--- src/rtl/disp_digit_buffer.sv ---
// Eight-slot hex digit buffer for a multiplexed display: registered reads with
// a rotating window offset, a write port, and a sequenced clear.
module disp_digit_buffer #(
  parameter int unsigned STEP_DIV = 50_000_000
) (
  input  logic       clk,
  input  logic       rst_n,
  input  logic       wr_valid,
  output logic       wr_ready,
  input  logic [2:0] wr_addr,
  input  logic [3:0] wr_data,
  input  logic       wr_blank,
  input  logic       clr,
  input  logic       scroll_en,
  input  logic [2:0] rd_addr,
  output logic [3:0] rd_data,
  output logic       rd_blank,
  output logic       busy
);

  localparam int unsigned SW = $clog2(STEP_DIV);
  localparam logic [SW-1:0] STEP_LAST = SW'(STEP_DIV - 1);

  localparam logic [0:0] IDLE  = 1'b0;
  localparam logic [0:0] CLEAR = 1'b1;

  logic [0:0]      state_q, state_d;
  logic [2:0]      clr_cnt_q, clr_cnt_d;
  logic [7:0][3:0] code_q, code_d;
  logic [7:0]      blank_q, blank_d;
  logic [2:0]      offset_q, offset_d;
  logic [SW-1:0]   step_q, step_d;
  logic [3:0]      rd_data_q, rd_data_d;
  logic            rd_blank_q, rd_blank_d;
  logic [2:0]      rd_idx;

  assign wr_ready = (state_q == IDLE) && !clr;
  assign busy     = (state_q == CLEAR);
  assign rd_data  = rd_data_q;
  assign rd_blank = rd_blank_q;
  assign rd_idx   = rd_addr + offset_q;

  always_comb begin
    state_d   = state_q;
    clr_cnt_d = clr_cnt_q;
    code_d    = code_q;
    blank_d   = blank_q;
    offset_d  = offset_q;
    step_d    = step_q;
    // Reads sample the pre-edge slot contents, giving read-before-write.
    rd_data_d  = code_q[rd_idx];
    rd_blank_d = blank_q[rd_idx];

    case (state_q)
      IDLE: begin
        if (clr) begin
          state_d   = CLEAR;
          clr_cnt_d = 3'd0;
          offset_d  = 3'd0;
          step_d    = '0;
        end else begin
          if (wr_valid && wr_ready) begin
            code_d[wr_addr]  = wr_data;
            blank_d[wr_addr] = wr_blank;
          end
          if (scroll_en) begin
            if (step_q == STEP_LAST) begin
              step_d   = '0;
              offset_d = offset_q + 3'd1;
            end else begin
              step_d = step_q + 1'b1;
            end
          end else begin
            step_d = '0;
          end
        end
      end
      CLEAR: begin
        code_d[clr_cnt_q]  = 4'd0;
        blank_d[clr_cnt_q] = 1'b1;
        clr_cnt_d          = clr_cnt_q + 3'd1;
        step_d             = '0;
        if (clr_cnt_q == 3'd7) begin
          state_d = IDLE;
        end
      end
      default: begin
        state_d = IDLE;
      end
    endcase
  end

  always_ff @(posedge clk or negedge rst_n) begin
    if (!rst_n) begin
      state_q    <= IDLE;
      clr_cnt_q  <= 3'd0;
      code_q     <= '0;
      blank_q    <= '1;
      offset_q   <= 3'd0;
      step_q     <= '0;
      rd_data_q  <= 4'd0;
      rd_blank_q <= 1'b1;
    end else begin
      state_q    <= state_d;
      clr_cnt_q  <= clr_cnt_d;
      code_q     <= code_d;
      blank_q    <= blank_d;
      offset_q   <= offset_d;
      step_q     <= step_d;
      rd_data_q  <= rd_data_d;
      rd_blank_q <= rd_blank_d;
    end
  end

endmodule

--- config.mk ---
export PLATFORM = sky130hd
export DESIGN_NAME = disp_digit_buffer
export DESIGN_NICKNAME = d
export VERILOG_FILES = /design/src/rtl/disp_digit_buffer.sv
export SDC_FILE = /design/constraint.sdc
export NUM_CORES = 1
export LEC_CHECK = 0
export BUFFER_PORTS_ARGS = -buffer_cell sky130_fd_sc_hd__buf_2
export CAP_MARGIN = 20
export CORE_ASPECT_RATIO = 1.5
export CORE_MARGIN = 4
export CORE_UTILIZATION = 43
export CTS_CLUSTER_DIAMETER = 200
export DETAILED_ROUTE_END_ITERATION = 6
export HOLD_SLACK_MARGIN = 0.02
export SLEW_MARGIN = 20
export SYNTH_ARGS = -nofsm -noshare
export SYNTH_HDL_FRONTEND = slang
export SYNTH_SLANG_ARGS = --single-unit
export TNS_END_PERCENT = 30
--- constraint.sdc ---
create_clock -name clk -period 2.77 [get_ports clk]
set_clock_uncertainty 0.05 [all_clocks]
set_input_delay 0.6925 -clock clk [delete_from_list [all_inputs] [get_ports clk]]
set_output_delay 0.6925 -clock clk [all_outputs]
set_load 0.02 [all_outputs]
==> impl_metrics.tcl, run 1 <==
set metrics [dict create \
    cp-end-kind "flop" \
    htree_num_levels 3 \
    critPathSlowestCell "or4b_2" \
    grtUsageTotal_pct 18.8 \
    cp_top_family "simple AND/OR/NAND/NOR gates" \
    critPathRequiredTime_ns 2.92 \
    reg2reg_setup_slack_ns 0.43 \
    grt-ovfl-total 0 \
    antenna_cells 0 \
    slew_headroom_pct 50.8 \
    initial_utilization_pct 44.3 \
    hold_viol_final 0 \
    place_congestion 0.830 \
    synth_edf_count 0 \
    tritoncts "yes" \
    critPathMaxFanout 25 \
    cap_viol_max_count 0 \
    dp_hpwl_um 7160 \
    cpPeakStageDelay_ns 0.68 \
    seq_area_frac_synth_pct 50.0 \
    drcViolationCount 0 \
    grt_pass1_wl_um 15800 \
    criticalPathCategory "flop to flop" \
    wl_per_cell_um 17.9 \
    avgSynthCellArea_um2 10.2 \
    clk_latency_ns 0.33 \
    finalMaxSlewViolations 0 \
    path_clk_slew_ns 0.06 \
    power.leakage_nw 2.01 \
    clock-sinks 78 \
    nets 439 \
    coreArea_mm2 0.00888 \
    dr.pass1.iters 4 \
    irDropWorstVdd_v 0.000639 \
    pin_count 23 \
    first_iter_violations 203 \
    synth_nets 408 \
    layout-drive-gt1-share_pct 15.6 \
    power_density_mw_per_mm2 852 \
    syn_area_mm2 0.00393 \
    die_h_um 125 \
    status "finished clean" \
    vias 3116 \
    synth_seq_cells 78 \
    yosysWarnings 0 \
    setup_viol 0 \
    die_w_um 86.1 \
    synth_cell_types 43 \
    ant_nets 0 \
    holdCritPathClass "primary input to async pin" \
    synthFlopType "dfrtp_1" \
    fin_crit_sh_pct 84.6 \
    fmax_ghz 0.427 \
    cts.path.max_buffers 2 \
    cts_setup_buffers 0 \
    vias_per_cell 5.86 \
    dieArea_mm2 0.0108 \
    syn2layout_area_growth_pct 15.9 \
    synth_cells 386 \
    grt_pass1_vias 3081 \
    cts_buffers 9 \
    cts_root_buf "clkbuf_16" \
    routed_wirelength_um 9510 \
    cts_hold_buf 0 \
    grt_antenna_before_repair 0 \
    setup_tns_ns 0 \
    critPathArrivalTime_ns 2.49 \
    rsz0062_at_grt "false" \
    cts-resized-gates 0 \
    grt_start_max_net_pins 49 \
    cp_cell_sequence "or4b_2 > nor4_4 > a21o_2 > nor2_1" \
    async_reset_ff_share_pct 100 \
    period_needed_ns 2.34 \
    port_buffers 22 \
    rows 42 \
    tightest_slew_ns 0.728 \
    post-route-util_pct 51.3 \
    cp_num_buf_inv 0 \
    crit_path_start_kind "flop" \
]
## worst register-to-register path: stages (launching register included)
cell and delay [ns]:
dfrtp_1 0.48, or4b_2 0.69, nor4_4 0.37, a21o_2 0.51, nor2_1 0.12
## cells in the final DEF, fill, tap and decap left out, types with 11 or more instances in the layout
| cell | Yosys | routed |
|---|---|---|
| buf_2 | 7 | 21 |
| nand2_1 | 24 | 24 |
| nor2b_1 | 15 | 15 |
| nand3_1 | 30 | 30 |
| nand4_1 | 11 | 11 |
| o21ai_0 | 27 | 27 |
| a21oi_1 | 17 | 17 |
| dfrtp_1 | 69 | 69 |
| mux2i_1 | 20 | 20 |
| buf_4 | 0 | 11 |
| nor2_1 | 32 | 32 |
| inv_1 | 14 | 14 |
| a22o_1 | 28 | 28 |
## cells in the mapped netlist, types with 2 or more instances
library cell / count / area share [%]
or3_1: 7 / 1.1
xor2_1: 8 / 1.8
or4b_2: 2 / 0.51
nor2b_1: 15 / 2.4
nor2_1: 32 / 3.1
and4_1: 4 / 0.89
mux2i_1: 20 / 5.1
dfrtp_1: 69 / 44
o21ai_0: 27 / 3.4
and2_1: 2 / 0.32
dfstp_2: 9 / 6.0
xnor2_1: 5 / 1.1
a31oi_1: 6 / 0.96
and3_1: 4 / 0.64
a21oi_1: 17 / 2.2
buf_2: 7 / 0.89
o31ai_1: 4 / 0.76
nor4bb_1: 2 / 0.51
nand3_1: 30 / 3.8
nand4_1: 11 / 1.8
nand2_1: 24 / 2.3
nor3_1: 3 / 0.38
ha_1: 5 / 1.6
nor4_1: 4 / 0.64
or4_1: 5 / 0.96
a22o_1: 28 / 6.2
clkbuf_1: 6 / 0.57
nand4b_1: 2 / 0.45
inv_1: 14 / 1.3
## cells by family after synthesis
kind of cell,after synthesis,synth area share [%]
flip-flops,78,50.0
XOR/XNOR,14,3.50
AND/OR/NAND/NOR,154,21.9
multiplexers,20,5.09
AO/OA/AOI/OAI,87,14.6
buffers and inverters,27,2.80
adder cells (fa/ha/maj),6,2.10
## cell type report
| cell class | count | area (µm²) |
|---|---|---|
| fillers | 824 | 4330 |
| flip-flops and latches | 78 | 1960 |
| multi-input cells | 281 | 1860 |
| clock buffers | 13 | 270 |
| repair buffers | 33 | 208 |
| well taps | 110 | 138 |
| clock inverters | 3 | 65.1 |
| inverters | 14 | 52.6 |
## state kept, by name, indices dropped and copies added, names as in the netlist
signal	count
busy	1
offset_q	3
code_q	32
rd_blank	1
blank_q	8
step_q	26
rd_data	4
clr_cnt_q	3
## metal layers
layer	part of all wire [%]	GRT usage, %
met5	0	0
met4	2.9	10.8
met3	3.8	3.36
met2	54	32.7
met1	39	21.0
## through the flow
step	cell area (µm²)	worst slack (ns)	power, W	std cells	hold slack [ns]
floorplan	3930	0.529	0.00226	386	0.347
global placement	4220	0.415	0.00257	516	0.402
detailed placement	4220	0.324	0.00260	516	0.401
CTS	4550	0.384	0.00392	532	0.345
global route	4550	0.289	0.00408	532	0.376
finish	4550	0.427	0.00388	532	0.321
## where the power goes
group          internal, W  switching [W]  leakage (nW)  total [W]
sequential         0.00134       0.000181          1.03    0.00152
clock             0.000861       0.000442         0.166    0.00130
combinational     0.000461       0.000593         0.818    0.00105
## path summary, 6_finish.rpt
kind	startpoint	end	depth (start not counted)
hold / removal	rst_n	code_q[28]	1
min in group clk	blank_q[3]	blank_q[3]	2
setup reg to reg	step_q[8]	step_q[5]	4
max in group asynchronous	rst_n	blank_q[2]	2
setup / recovery	step_q[8]	step_q[5]	4
hold reg to reg	blank_q[3]	blank_q[3]	2
No activity file was read; power rests on OpenSTA's default activity.
==> inputs of run 2 (changes only) <==
--- a/config.mk
+++ b/config.mk
@@ -5,6 +5,7 @@
 export SDC_FILE = /design/constraint.sdc
 export NUM_CORES = 1
 export LEC_CHECK = 0
+export ABC_AREA = 1
 export BUFFER_PORTS_ARGS = -buffer_cell sky130_fd_sc_hd__buf_2
 export CAP_MARGIN = 20
 export CORE_ASPECT_RATIO = 1.5
==> constraint.sdc (replaced) <==
create_clock -name clk -period 2.2 [get_ports clk]
set_clock_uncertainty 0.05 [all_clocks]
set_input_delay 0.55 -clock clk [delete_from_list [all_inputs] [get_ports clk]]
set_output_delay 0.55 -clock clk [all_outputs]
set_load 0.02 [all_outputs]
==> impl_metrics.tcl, run 2 <==
set metrics [dict create \
    status "finished clean" \
    htree_num_levels 3 \
    crit_path_start_kind "flop" \
    dieArea_mm2 0.0113 \
    cts_root_buf "clkbuf_16" \
    wl_met2_um 5570 \
    finalMaxSlewViolations 0 \
    clock-sinks 78 \
    wl_met3_um 351 \
    clk_latency_ns 0.33 \
    cts-resized-gates 0 \
    cap_viol_max_count 0 \
    setup_viol 0 \
    seq_area_frac_synth_pct 47.2 \
    comb_power_share_pct 27.2 \
    top_regs "code_q: 32 flops, step_q: 26 flops, blank_q: 8 flops" \
    met1_length_um 4150 \
    cpPeakStageDelay_ns 0.58 \
    cts_hold_buf 0 \
    layout-drive-gt1-share_pct 16.0 \
    critPathArrivalTime_ns 2.12 \
    ant_nets 0 \
    period_needed_ns 1.98 \
    tritoncts "yes" \
    synth_xor_area_share_pct 1.69 \
    irDropWorstVdd_v 0.000561 \
    synth.most_common_cell "nand2_1" \
    cp_num_buf_inv 1 \
    grt_antenna_before_repair 0 \
    final_area_mm2 0.00477 \
    synth_nets 541 \
    cp-end-kind "flop" \
    clock_power_share_pct 35.4 \
    port_buffers 22 \
    fin_crit_sh_pct 89.9 \
    yosys.area.top_type "dfrtp_1" \
    synth_edf_count 0 \
    p_sw_w 0.00155 \
    avgSynthCellArea_um2 8.01 \
    cp_cell_sequence "ha_1 > fa_1 > buf_4 > a21oi_1 > o21ai_0 > o21ai_0 > nand2_1 > o21ai_0" \
    hold_viol_final 0 \
    cts_setup_buffers 0 \
    first_iter_violations 158 \
    holdCritPathClass "primary input to async pin" \
    routed.top_layer "met4" \
    fmax_ghz 0.506 \
    placedInstanceArea_mm2 0.00443 \
    rr_startpoint "offset_q[0]" \
    synthDominantCellAreaShare_pct 41.5 \
    grt_pass1_vias 3446 \
    grt_start_max_net_pins 47 \
    timing.rr.end "rd_data[2]" \
    regMostFlops "code_q" \
    synthFlopType "dfrtp_1" \
    critPathMaxFanout 5 \
    largest_reg_flops 32 \
    yosysWarnings 0 \
    wl_per_cell_um 15.4 \
    async_reset_ff_share_pct 100 \
    syn2layout_area_growth_pct 14.8 \
    grtUsageTotal_pct 19.5 \
    criticalPathCategory "flop to flop" \
    fin_hold_ws_ns 0.108 \
    synthAdderAreaFrac_pct 1.99 \
    rows 43 \
    drcViolationCount 0 \
    yosys-top-cells-area "dfrtp_1, nand2_1, nor2_1" \
    grt-ovfl-total 0 \
    nets 573 \
    cpMostUsedCell "o21ai_0" \
    place_congestion 0.858 \
    cp_top_family "adder cells" \
    routed_wirelength_um 10300 \
    synth_cells 519 \
    critPathRequiredTime_ns 2.35 \
    ff2ff_path_depth 8 \
    power_density_mw_per_mm2 1000 \
    cts_buffers 9 \
    pin_count 23 \
    vias_per_cell 5.25 \
    path_clk_slew_ns 0.06 \
    synthSimpleGateAreaFrac_pct 26.9 \
    reg2reg_setup_slack_ns 0.22 \
    rsz0062_at_grt "false" \
    vias 3509 \
    synth_cell_types 37 \
    p_int_w 0.00322 \
    initial_utilization_pct 44.4 \
    synth_compound_area_share_pct 12.6 \
    pwr-share-seq_pct 37.4 \
    grt_pass1_wl_um 16900 \
    ys_top_cells_by_count "nand2_1, dfrtp_1, nor2_1, inv_1, o21ai_0" \
    synth_seq_cells 78 \
    die_h_um 128 \
    tightest_slew_ns 0.621 \
    power.leakage_nw 2.13 \
    mostFrequentLayoutCells "nand2_1, nor2_1, dfrtp_1" \
    cts.path.max_buffers 2 \
    syn_area_mm2 0.00416 \
    dp_hpwl_um 7740 \
    synthMuxAreaShare_pct 1.93 \
    antenna_cells 0 \
    coreArea_mm2 0.00936 \
    critPathSlowestCell "fa_1" \
    slew_headroom_pct 58.3 \
    switching_share_pct 32.6 \
    synth_top_family_by_area "simple AND/OR/NAND/NOR gates" \
    die_w_um 88.3 \
    setup_tns_ns 0 \
    final_common_cell "nand2_1" \
    dr.pass1.iters 4 \
]
## run 2: layout make-up
cell class	count	area (µm²)
clock inverters	6	110
flip-flops and latches	78	1960
repair buffers	29	190
inverters	69	259
fillers	929	4590
well taps	112	140
multi-input cells	364	1880
clock buffers	10	229
## run 2: how the worst max path moves through the flow
stage          slack [ns]         from    endpoint  cells past startpoint
5_1_grt              0.04  offset_q[0]  rd_data[2]                      8
6_report             0.22  offset_q[0]  rd_data[2]                      8
2_1_floorplan        0.13   rd_addr[0]  rd_data[1]                      8
3_5_place_dp         0.01   rd_addr[0]  rd_data[2]                      9
4_1_cts              0.23  offset_q[0]  rd_data[2]                      8
3_3_place_gp         0.06   rd_addr[0]  rd_data[1]                      9
## run 2: logic make-up after synthesis
group	Yosys count
AND/OR/NAND/NOR	246
AO/OA/AOI/OAI	96
flip-flops	78
buffers and inverters	77
XOR/XNOR	8
multiplexers	8
adder cells (fa/ha/maj)	6
## run 2: power by group through the flow
stage	clock network [W]	registers, W	logic [W]
2_1_floorplan	0	0.00180	0.000873
3_3_place_gp	0	0.00181	0.00128
3_5_place_dp	0	0.00181	0.00130
4_1_cts	0.00173	0.00179	0.00131
5_1_grt	0.00179	0.00180	0.00148
6_report	0.00169	0.00178	0.00130
## run 2: layer usage
| layer | GRT usage, % | vias to the layer above |
|---|---|---|
| li1 | - | 1743 |
| met1 | 22.2 | 1680 |
| met2 | 34.9 | 73 |
| met3 | 3.84 | 13 |
| met4 | 8.45 | 0 |
| met5 | 0 | - |
## run 2: per-stage QoR
step,total power (W),std cells,util (%),setup slack [ns]
5_1_grt,0.00508,668,50.9,0.0374
3_3_place_gp,0.00308,652,47.3,0.0578
6_report,0.00477,668,50.9,0.222
2_1_floorplan,0.00267,519,-,0.130
4_1_cts,0.00482,668,50.9,0.231
3_5_place_dp,0.00311,652,47.3,0.0103
